==> src/rtl/modulation_gen_v3.sv <==
// Square-wave modulation generator for the FOG loop: 2- or 4-state waveform with
// per-state amplitude and dwell; configuration swaps only at cycle boundaries.
//
// state | meaning
// S0    | first half / first quarter, cycle start
// S1    | second state, last state in 2-state mode
// S2    | third state (4-state only)
// S3    | fourth state, last state in 4-state mode
module modulation_gen_v3 #(
    parameter int OUTPUT_BIT = 32,
    parameter int CNT_BIT    = 32,
    parameter int RESET_CNT  = 100
) (
    input  logic                         i_clk,
    input  logic                         i_rst_n,
    input  logic                         i_en,
    input  logic                         i_sync,
    input  logic                         i_mode,
    input  logic        [CNT_BIT-1:0]    i_freq_cnt,
    input  logic signed [OUTPUT_BIT-1:0] i_amp_0,
    input  logic signed [OUTPUT_BIT-1:0] i_amp_1,
    input  logic signed [OUTPUT_BIT-1:0] i_amp_2,
    input  logic signed [OUTPUT_BIT-1:0] i_amp_3,
    output logic signed [OUTPUT_BIT-1:0] o_mod_out,
    output logic                         o_status,
    output logic        [1:0]            o_state,
    output logic                         o_stepTrig,
    output logic                         o_cycle_start
);

    typedef enum logic [1:0] {S0 = 2'd0, S1 = 2'd1, S2 = 2'd2, S3 = 2'd3} state_e;

    localparam logic [CNT_BIT-1:0] CNT_RST = CNT_BIT'(RESET_CNT);
    localparam logic [CNT_BIT-1:0] CNT_ONE = CNT_BIT'(1);

    state_e                 st_q, st_d;
    logic [CNT_BIT-1:0]     cnt_q, cnt_d;
    logic [CNT_BIT-1:0]     act_freq_q;
    logic signed [OUTPUT_BIT-1:0] act_amp_q [4];
    logic signed [OUTPUT_BIT-1:0] amp_in [4];
    logic                   act_mode_q;
    logic                   wrap_q, wrap_d;
    logic                   status_prev_q;
    logic                   last_st;
    logic                   reload;

    assign amp_in[0] = i_amp_0;
    assign amp_in[1] = i_amp_1;
    assign amp_in[2] = i_amp_2;
    assign amp_in[3] = i_amp_3;

    always_comb begin
        st_d    = st_q;
        cnt_d   = cnt_q;
        reload  = 1'b0;
        wrap_d  = 1'b0;
        last_st = act_mode_q ? (st_q == S3) : (st_q == S1);
        if (!i_en) begin
            st_d   = S0;
            cnt_d  = i_freq_cnt;
            reload = 1'b1;
        end else if (i_sync) begin
            st_d   = S0;
            cnt_d  = i_freq_cnt;
            reload = 1'b1;
            wrap_d = 1'b1;
        end else if (cnt_q != '0) begin
            cnt_d = cnt_q - CNT_ONE;
        end else if (last_st) begin
            // cycle boundary: the freshly loaded dwell applies to the new S0
            st_d   = S0;
            cnt_d  = i_freq_cnt;
            reload = 1'b1;
            wrap_d = 1'b1;
        end else begin
            st_d  = state_e'(st_q + 2'd1);
            cnt_d = act_freq_q;
        end
    end

    always_ff @(posedge i_clk or negedge i_rst_n) begin
        if (!i_rst_n) begin
            st_q       <= S0;
            cnt_q      <= CNT_RST;
            act_freq_q <= CNT_RST;
            act_mode_q <= 1'b0;
            wrap_q     <= 1'b0;
            for (int i = 0; i < 4; i++) act_amp_q[i] <= '0;
        end else begin
            st_q   <= st_d;
            cnt_q  <= cnt_d;
            wrap_q <= wrap_d;
            if (reload) begin
                act_freq_q <= i_freq_cnt;
                act_mode_q <= i_mode;
                for (int i = 0; i < 4; i++) act_amp_q[i] <= amp_in[i];
            end
        end
    end

    // Output stage lags st by one clock; amplitude already reflects any reload
    always_ff @(posedge i_clk or negedge i_rst_n) begin
        if (!i_rst_n) begin
            o_mod_out     <= '0;
            o_state       <= 2'd0;
            o_status      <= 1'b0;
            status_prev_q <= 1'b0;
            o_stepTrig    <= 1'b0;
            o_cycle_start <= 1'b0;
        end else begin
            o_mod_out     <= act_amp_q[st_q];
            o_state       <= st_q;
            o_status      <= st_q[0];
            status_prev_q <= o_status;
            o_stepTrig    <= o_status ^ status_prev_q;
            o_cycle_start <= wrap_q;
        end
    end

endmodule

==> config.mk <==
export PLATFORM = sky130hd
export DESIGN_NAME = modulation_gen_v3
export DESIGN_NICKNAME = d
export VERILOG_FILES = /design/src/rtl/modulation_gen_v3.sv
export SDC_FILE = /design/constraint.sdc
export NUM_CORES = 1
export LEC_CHECK = 0
export BUFFER_PORTS_ARGS = -buffer_cell sky130_fd_sc_hd__buf_2
export CAP_MARGIN = 10
export CELL_PAD_IN_SITES_DETAIL_PLACEMENT = 2
export CELL_PAD_IN_SITES_GLOBAL_PLACEMENT = 2
export CORE_MARGIN = 3
export CORE_UTILIZATION = 30
export CTS_BUF_LIST = sky130_fd_sc_hd__clkbuf_4
export CTS_CLUSTER_DIAMETER = 100
export DETAILED_ROUTE_END_ITERATION = 10
export HOLD_SLACK_MARGIN = 0.06
export PLACE_DENSITY_LB_ADDON = 0.15
export SLEW_MARGIN = 25
export SYNTH_ARGS = -nofsm -noshare
export SYNTH_HDL_FRONTEND = slang
export SYNTH_SLANG_ARGS = --single-unit
==> constraint.sdc <==
create_clock -name i_clk -period 3.6 [get_ports i_clk]
set_input_delay 0.72 -clock i_clk [delete_from_list [all_inputs] [get_ports i_clk]]
set_output_delay 0.72 -clock i_clk [all_outputs]
set_load 0.01 [all_outputs]
== Word-level counts from Yosys, hierarchy flattened ==
Cells that the tools add are included.

* Bits in registers: 234
* Latch bits: 0
* Memory bits (writable): 0
* Bits in read-only memories: 0
* Input port bits: 165
* Output and inout bits: 37
* Word-level logic and storage cells: 41
* Memories: 0

* Add/subtract/negate cells: 2
* $mul: 0
* Divide/modulo/power cells: 0
* Order comparisons: 1
* Eq/ne operators: 3
* Shift operators: 0
* Multiplexer cells: 17
* Bitwise operators: 2
* Reductions and logical operators: 1

{| class="wikitable"
|+ Operator list
! kind !! count
|-
| 2-to-1 mux 32 bit || 6
|-
| binary-select mux 32 bit (select 2 bit) || 1
|-
| nonzero test 32 bit || 1
|-
| subtractor 32 x 1 -> 32 bit, second input constant || 1
|-
| 2-to-1 mux 2 bit || 4
|-
| 2-to-1 mux 1 bit || 6
|-
| >= comparator 3 bit, second input constant || 1
|-
| != test 3 bit, second input constant || 1
|-
| inverter 2 -> 3 bit || 1
|-
| adder 2 x 1 -> 2 bit, second input constant || 1
|-
| equality test 2 x 1 -> 1 bit, second input constant || 1
|-
| equality test 2 bit, second input constant || 1
|-
| bitwise XOR 1 bit || 1
|}

== Logic depth before layout (Yosys ltp) ==
* Word-level depth: 6
* Gate-level depth with buffers: 9
* Depth with buffers taken out: 8

== Least setup slack after synthesis ==
Ideal clock, no wire load.

* Path kind: register -> register
* From: register cnt_q[3]
* To: register cnt_q[18]
* Setup time: 137 ps
* Data arrival time: 2353 ps
* Required time: 3463 ps
* Slack: 1110 ps
* Cell stages (with the launch flop): 10
* Path buffers: 3
* Period minus slack after synthesis: 2490 ps
* Cell sequence: dfrtp_1 > or4_1 > buf_2 > nor4_4 > and4_1 > a21oi_1 > clkbuf_1 > clkbuf_1 > nor2_1 > a21oi_1

* Word-level cells in the longest chain between the ends: 4
* Elaborated cells on any way between the ends: 5
* Those cells by class: 1 x add/sub; 3 x mux; 1 x reduce/logical

{| class="wikitable"
|+ Ends and longest elaborated chain
! what !! RTL line !! source
|-
| from (decl) || 37 || <nowiki>logic [CNT_BIT-1:0] cnt_q, cnt_d;</nowiki>
|-
| from (signal assigned) || 91 || <nowiki>cnt_q <= cnt_d;</nowiki>
|-
| subtractor 32 x 1 -> 32 bit or nonzero test 32 bit (tied branches) || 68, 67 ||
|-
| 2-to-1 mux 32 bit (*) || 67 || <nowiki>end else if (cnt_q != '0) begin</nowiki>
|-
| 2-to-1 mux 32 bit (*) || 62 || <nowiki>end else if (i_sync) begin</nowiki>
|-
| 2-to-1 mux 32 bit (*) || 58 || <nowiki>if (!i_en) begin</nowiki>
|-
| named net cnt_d[18] || 37 ||
|}

Mark *: on every way through the listed nets, which the timed path passes. The rest lies on a longest branch.
A chain may end at the register's enable or synchronous reset.

== Worst setup path after layout ==
* From: register cnt_q[15]
* To: register act_amp_q[73] in the netlist's numbering

* Word-level cells in the longest chain between the ends: 4

{| class="wikitable"
|+ Ends and longest elaborated chain
! what !! RTL line !! source
|-
| nonzero test 32 bit || 67 ||
|-
| 2-to-1 mux 1 bit || 67 ||
|-
| 2-to-1 mux 1 bit || 62 ||
|-
| 2-to-1 mux 1 bit || 58 ||
|-
| to (decl) || 39 || <nowiki>logic signed [OUTPUT_BIT-1:0] act_amp_q [4];</nowiki>
|}

Every way passes these cells.

==> impl_results.md <==
* Status: finished clean
* Critical-path maximum fanout at 81
* Fraction of the yosys area taken by sequential cells at about 58%
* Final wirelength at 31,560 um
* Height of the die at 189.3 um
* Top cell type by total area after synthesis: sky130_fd_sc_hd__dfrtp_1
* Global route hottest layer: met2
* Final slew viol count at 0
* Area share of the largest cell type after synthesis at 56.38%
* Average detailed-routed wire length per instance at 17.83 um
* Average vias per placed instance at around 4.7
* Synthesized netlist net count at between 1k and 1.5k
* Clock sink total at 233
* Fmax at about 340 MHz
* Cell area after technology mapping at 10,070 um2
* Reg2Reg Capture Point: act_amp_q[73]
* Cell Area, Placed at between 10,000 and 15,000 um2
* Antenna violations before repair at 8
* Leakage power figure at between 6 and 7 nW
* Required time reported for the critical path endpoint at ~4.1 ns
* Most common cell in the synthesized netlist: sky130_fd_sc_hd__nand2_1
* Min-Delay Path Class: in2reg
* # Max-Cap Violations at 0
* Chip width at around 190 um
* Count of flip-flops with a built-in enable after synthesis at 0
* Hold_sp: i_amp_1[15]
* M1 GR Usage at about 23%
* Number of buffer cells added on primary ports at between 200 and 250
* Number of global-route vias before repair at roughly 9.5k
* Clock slew at reported path FFs at ~0.07 ns
* Critical path launch point type: register
* Synth-to-layout area growth at 23.41%
* Critical path class: reg2reg
* Remaining routing DRC violations at 0
* Filler cell count in the final layout at 3,733
* Maximum ir drop on the vdd rail at 0.0002111 V
* Worst max-slew margin expressed relative to the limit at a little under half
* Global-route met3 utilization at under 10%
* Number of clock buffers inserted by TritonCTS at 69
* Number of iterations in the first detailed-routing pass at 4
* Detail Route Antenna Nets at 0
* Overall via count from detail_route at 8,254
* Final period util at around 81%
* Async S/R FF share, synth at 100.0%
* Fraction of met2 tracks used by global routing at approximately 30%
* Cell Pwr Density at slightly below 500 nW/um2
* Dominant cells by area after synthesis: sky130_fd_sc_hd__dfrtp_1, sky130_fd_sc_hd__nand2_1, sky130_fd_sc_hd__mux4_2
* RR Startpoint: cnt_q[15]
* Detailed placement HPWL at roughly 21,000 um
* Total Nets Final at 1,446
* Final hold violations at 0
* Setup repair after global routing missed its margin: no
* Maximum buffer depth of the clock tree at 3
* Number of unique standard cell types used by synthesis at 46
* All-Layer GR Usage at 18.09%
* Root buffer selected by CTS: sky130_fd_sc_hd__clkbuf_4
* Post-synthesis average cell area at around 9.7 um2
* YS warnings at 0
* CTS tree: done
* Top post-synthesis cells by count: sky130_fd_sc_hd__nand2_1, sky130_fd_sc_hd__dfrtp_1, sky130_fd_sc_hd__nor2_1, sky130_fd_sc_hd__clkbuf_1, sky130_fd_sc_hd__mux4_2
* Die Footprint at between 30,000 and 40,000 um2
* Aggregate negative setup slack at 0 ns
* Post-synthesis register bit count at around 230
* Cell area after layout at roughly 12,000 um2
* Effective utilization at floorplan at 30.73%
* Final min period at ~3 ns
* Primary FF master, synth: sky130_fd_sc_hd__dfrtp_1
* First-pass GRT wire length at a little over 50,000 um
* Standard-cell row count at 66
* Transition time at the pin with the least slew margin at 0.8045 ns
* CTS H-Tree Depth at 3
* Gpl congestion at 0.7769
* Std-Cell Core Area at between 30,000 and 40,000 um2
* Cells on worst reg2reg path at 7
* Violation count after the first detailed-route iteration at between 300 and 400
* GRT Residual Overflow at 0
* Top-level I/O count at 202
* Post-Route Skew at 0.05017 ns
* Maximum number of pins on one net before global-route repair at 82
* End of the worst hold path: act_amp_q[79]
* Hold depth at 3
* Register-to-register path setup slack at a little under 0.7 ns
* Share of post-route cells with drive strength above 1 at approximately 28%
* Synthesized instance count at around 1.0k
* Final setup violation count at 0
* Endpoint class of the critical path: register
* Clk_lat worst skew at 0.69 ns
* WP data arrival at between 3 and 4 ns
flip-flops by register name, indices dropped and copies added (netlist names), 2 cells and up:
name        count
act_amp_q     128
act_freq_q     32
cnt_q          32
o_mod_out      32
o_state         2
st_q            2
critical path, stage by stage (launching register included):
cell and delay (ns):
sky130_fd_sc_hd__dfrtp_1 0.45, sky130_fd_sc_hd__or4_1 0.67, sky130_fd_sc_hd__nor4_4 0.44, sky130_fd_sc_hd__and4_1 0.44
sky130_fd_sc_hd__a21oi_4 0.23, sky130_fd_sc_hd__buf_12 0.27, sky130_fd_sc_hd__nand2_1 0.13, sky130_fd_sc_hd__nand2_1 0.05
where the power goes:
part           total [mW]  internal (mW)  switching [mW]
clock network        2.43           1.25            1.18
logic               0.615          0.267           0.349
registers            2.97           2.84           0.132
total                6.02           4.36            1.66
metrics by stage:
stage | power (mW) | std cells | util, % | setup WS [ns] | hold WS (ns)
6_report | 6.018 | 1770 | 37.92 | 0.6819 | 0.2223
5_1_grt | 6.447 | 1768 | 37.91 | 0.5099 | 0.1635
4_1_cts | 6.189 | 1767 | 37.90 | 0.7017 | 0.1338
2_1_floorplan | 3.315 | 1044 | - | 1.110 | 0.3312
3_5_place_dp | 3.651 | 1649 | 35.40 | 0.7187 | 0.3395
3_3_place_gp | 3.621 | 1649 | 35.40 | 0.8350 | 0.3339
layer usage:
layer	vias to the layer above	routed length (um)
met4	8	730
met2	193	15470
met3	67	1750
met5	-	56
li1	3902	-
met1	4084	13560
logic make-up (layout without fill, tap and decap cells):
family          count (synthesis)  in the layout  share of synthesized area [%]
simple gates                  614            614                          24.84
flops                         233            233                          57.95
buf+inv                        66            347                          3.353
compound gates                 70             70                          4.098
other cells                     0              3                              0
xor+xnor                       26             26                          2.260
mux                            33             33                          7.253
fa+ha+maj                       2              2                         0.2483
cell usage in the layout, fill, tap and decap left out, types with 16 or more instances in the layout:
cell and n:
sky130_fd_sc_hd__clkinv_1 21, sky130_fd_sc_hd__a21oi_1 25, sky130_fd_sc_hd__clkbuf_4 92, sky130_fd_sc_hd__dfrtp_1 225, sky130_fd_sc_hd__mux4_2 32, sky130_fd_sc_hd__nand2_1 506
sky130_fd_sc_hd__nor2_1 42, sky130_fd_sc_hd__o21ai_0 16, sky130_fd_sc_hd__xnor2_1 17, sky130_fd_sc_hd__buf_2 200
worst max-delay path by stage:
stage                     startpoint             to  slack (ns)  depth (start not counted)
after detailed placement    cnt_q[3]      cnt_q[12]        0.72                          7
after floorplan             cnt_q[3]      cnt_q[18]        1.11                          9
after global placement      cnt_q[3]       cnt_q[9]        0.84                          7
final                      cnt_q[15]  act_amp_q[73]        0.68                          7
after global routing       cnt_q[15]  act_amp_q[69]        0.51                          7
after CTS                   cnt_q[3]      cnt_q[12]        0.70                          7
layout make-up:
cell class	instances	area [um2]	share of cell area (%)
diodes	3	7.507	0.06038
clock buffers	92	690.7	5.555
clock inverters	25	120.1	0.9661
inverters	6	22.52	0.1811
multi-input cells	745	3920	31.53
flip-flops and latches	233	5841	46.98
well taps	442	553.0	4.448
repair buffers	224	1279	10.28
what timing repair did:
item / 4_1_cts / 5_1_grt
endpoints found under the hold margin: 62 / 0
gates resized for setup: 0 / 0
hold buffers: 1 / 0
buffers inserted: 0 / 0
No activity file was read; power rests on OpenSTA's default activity.
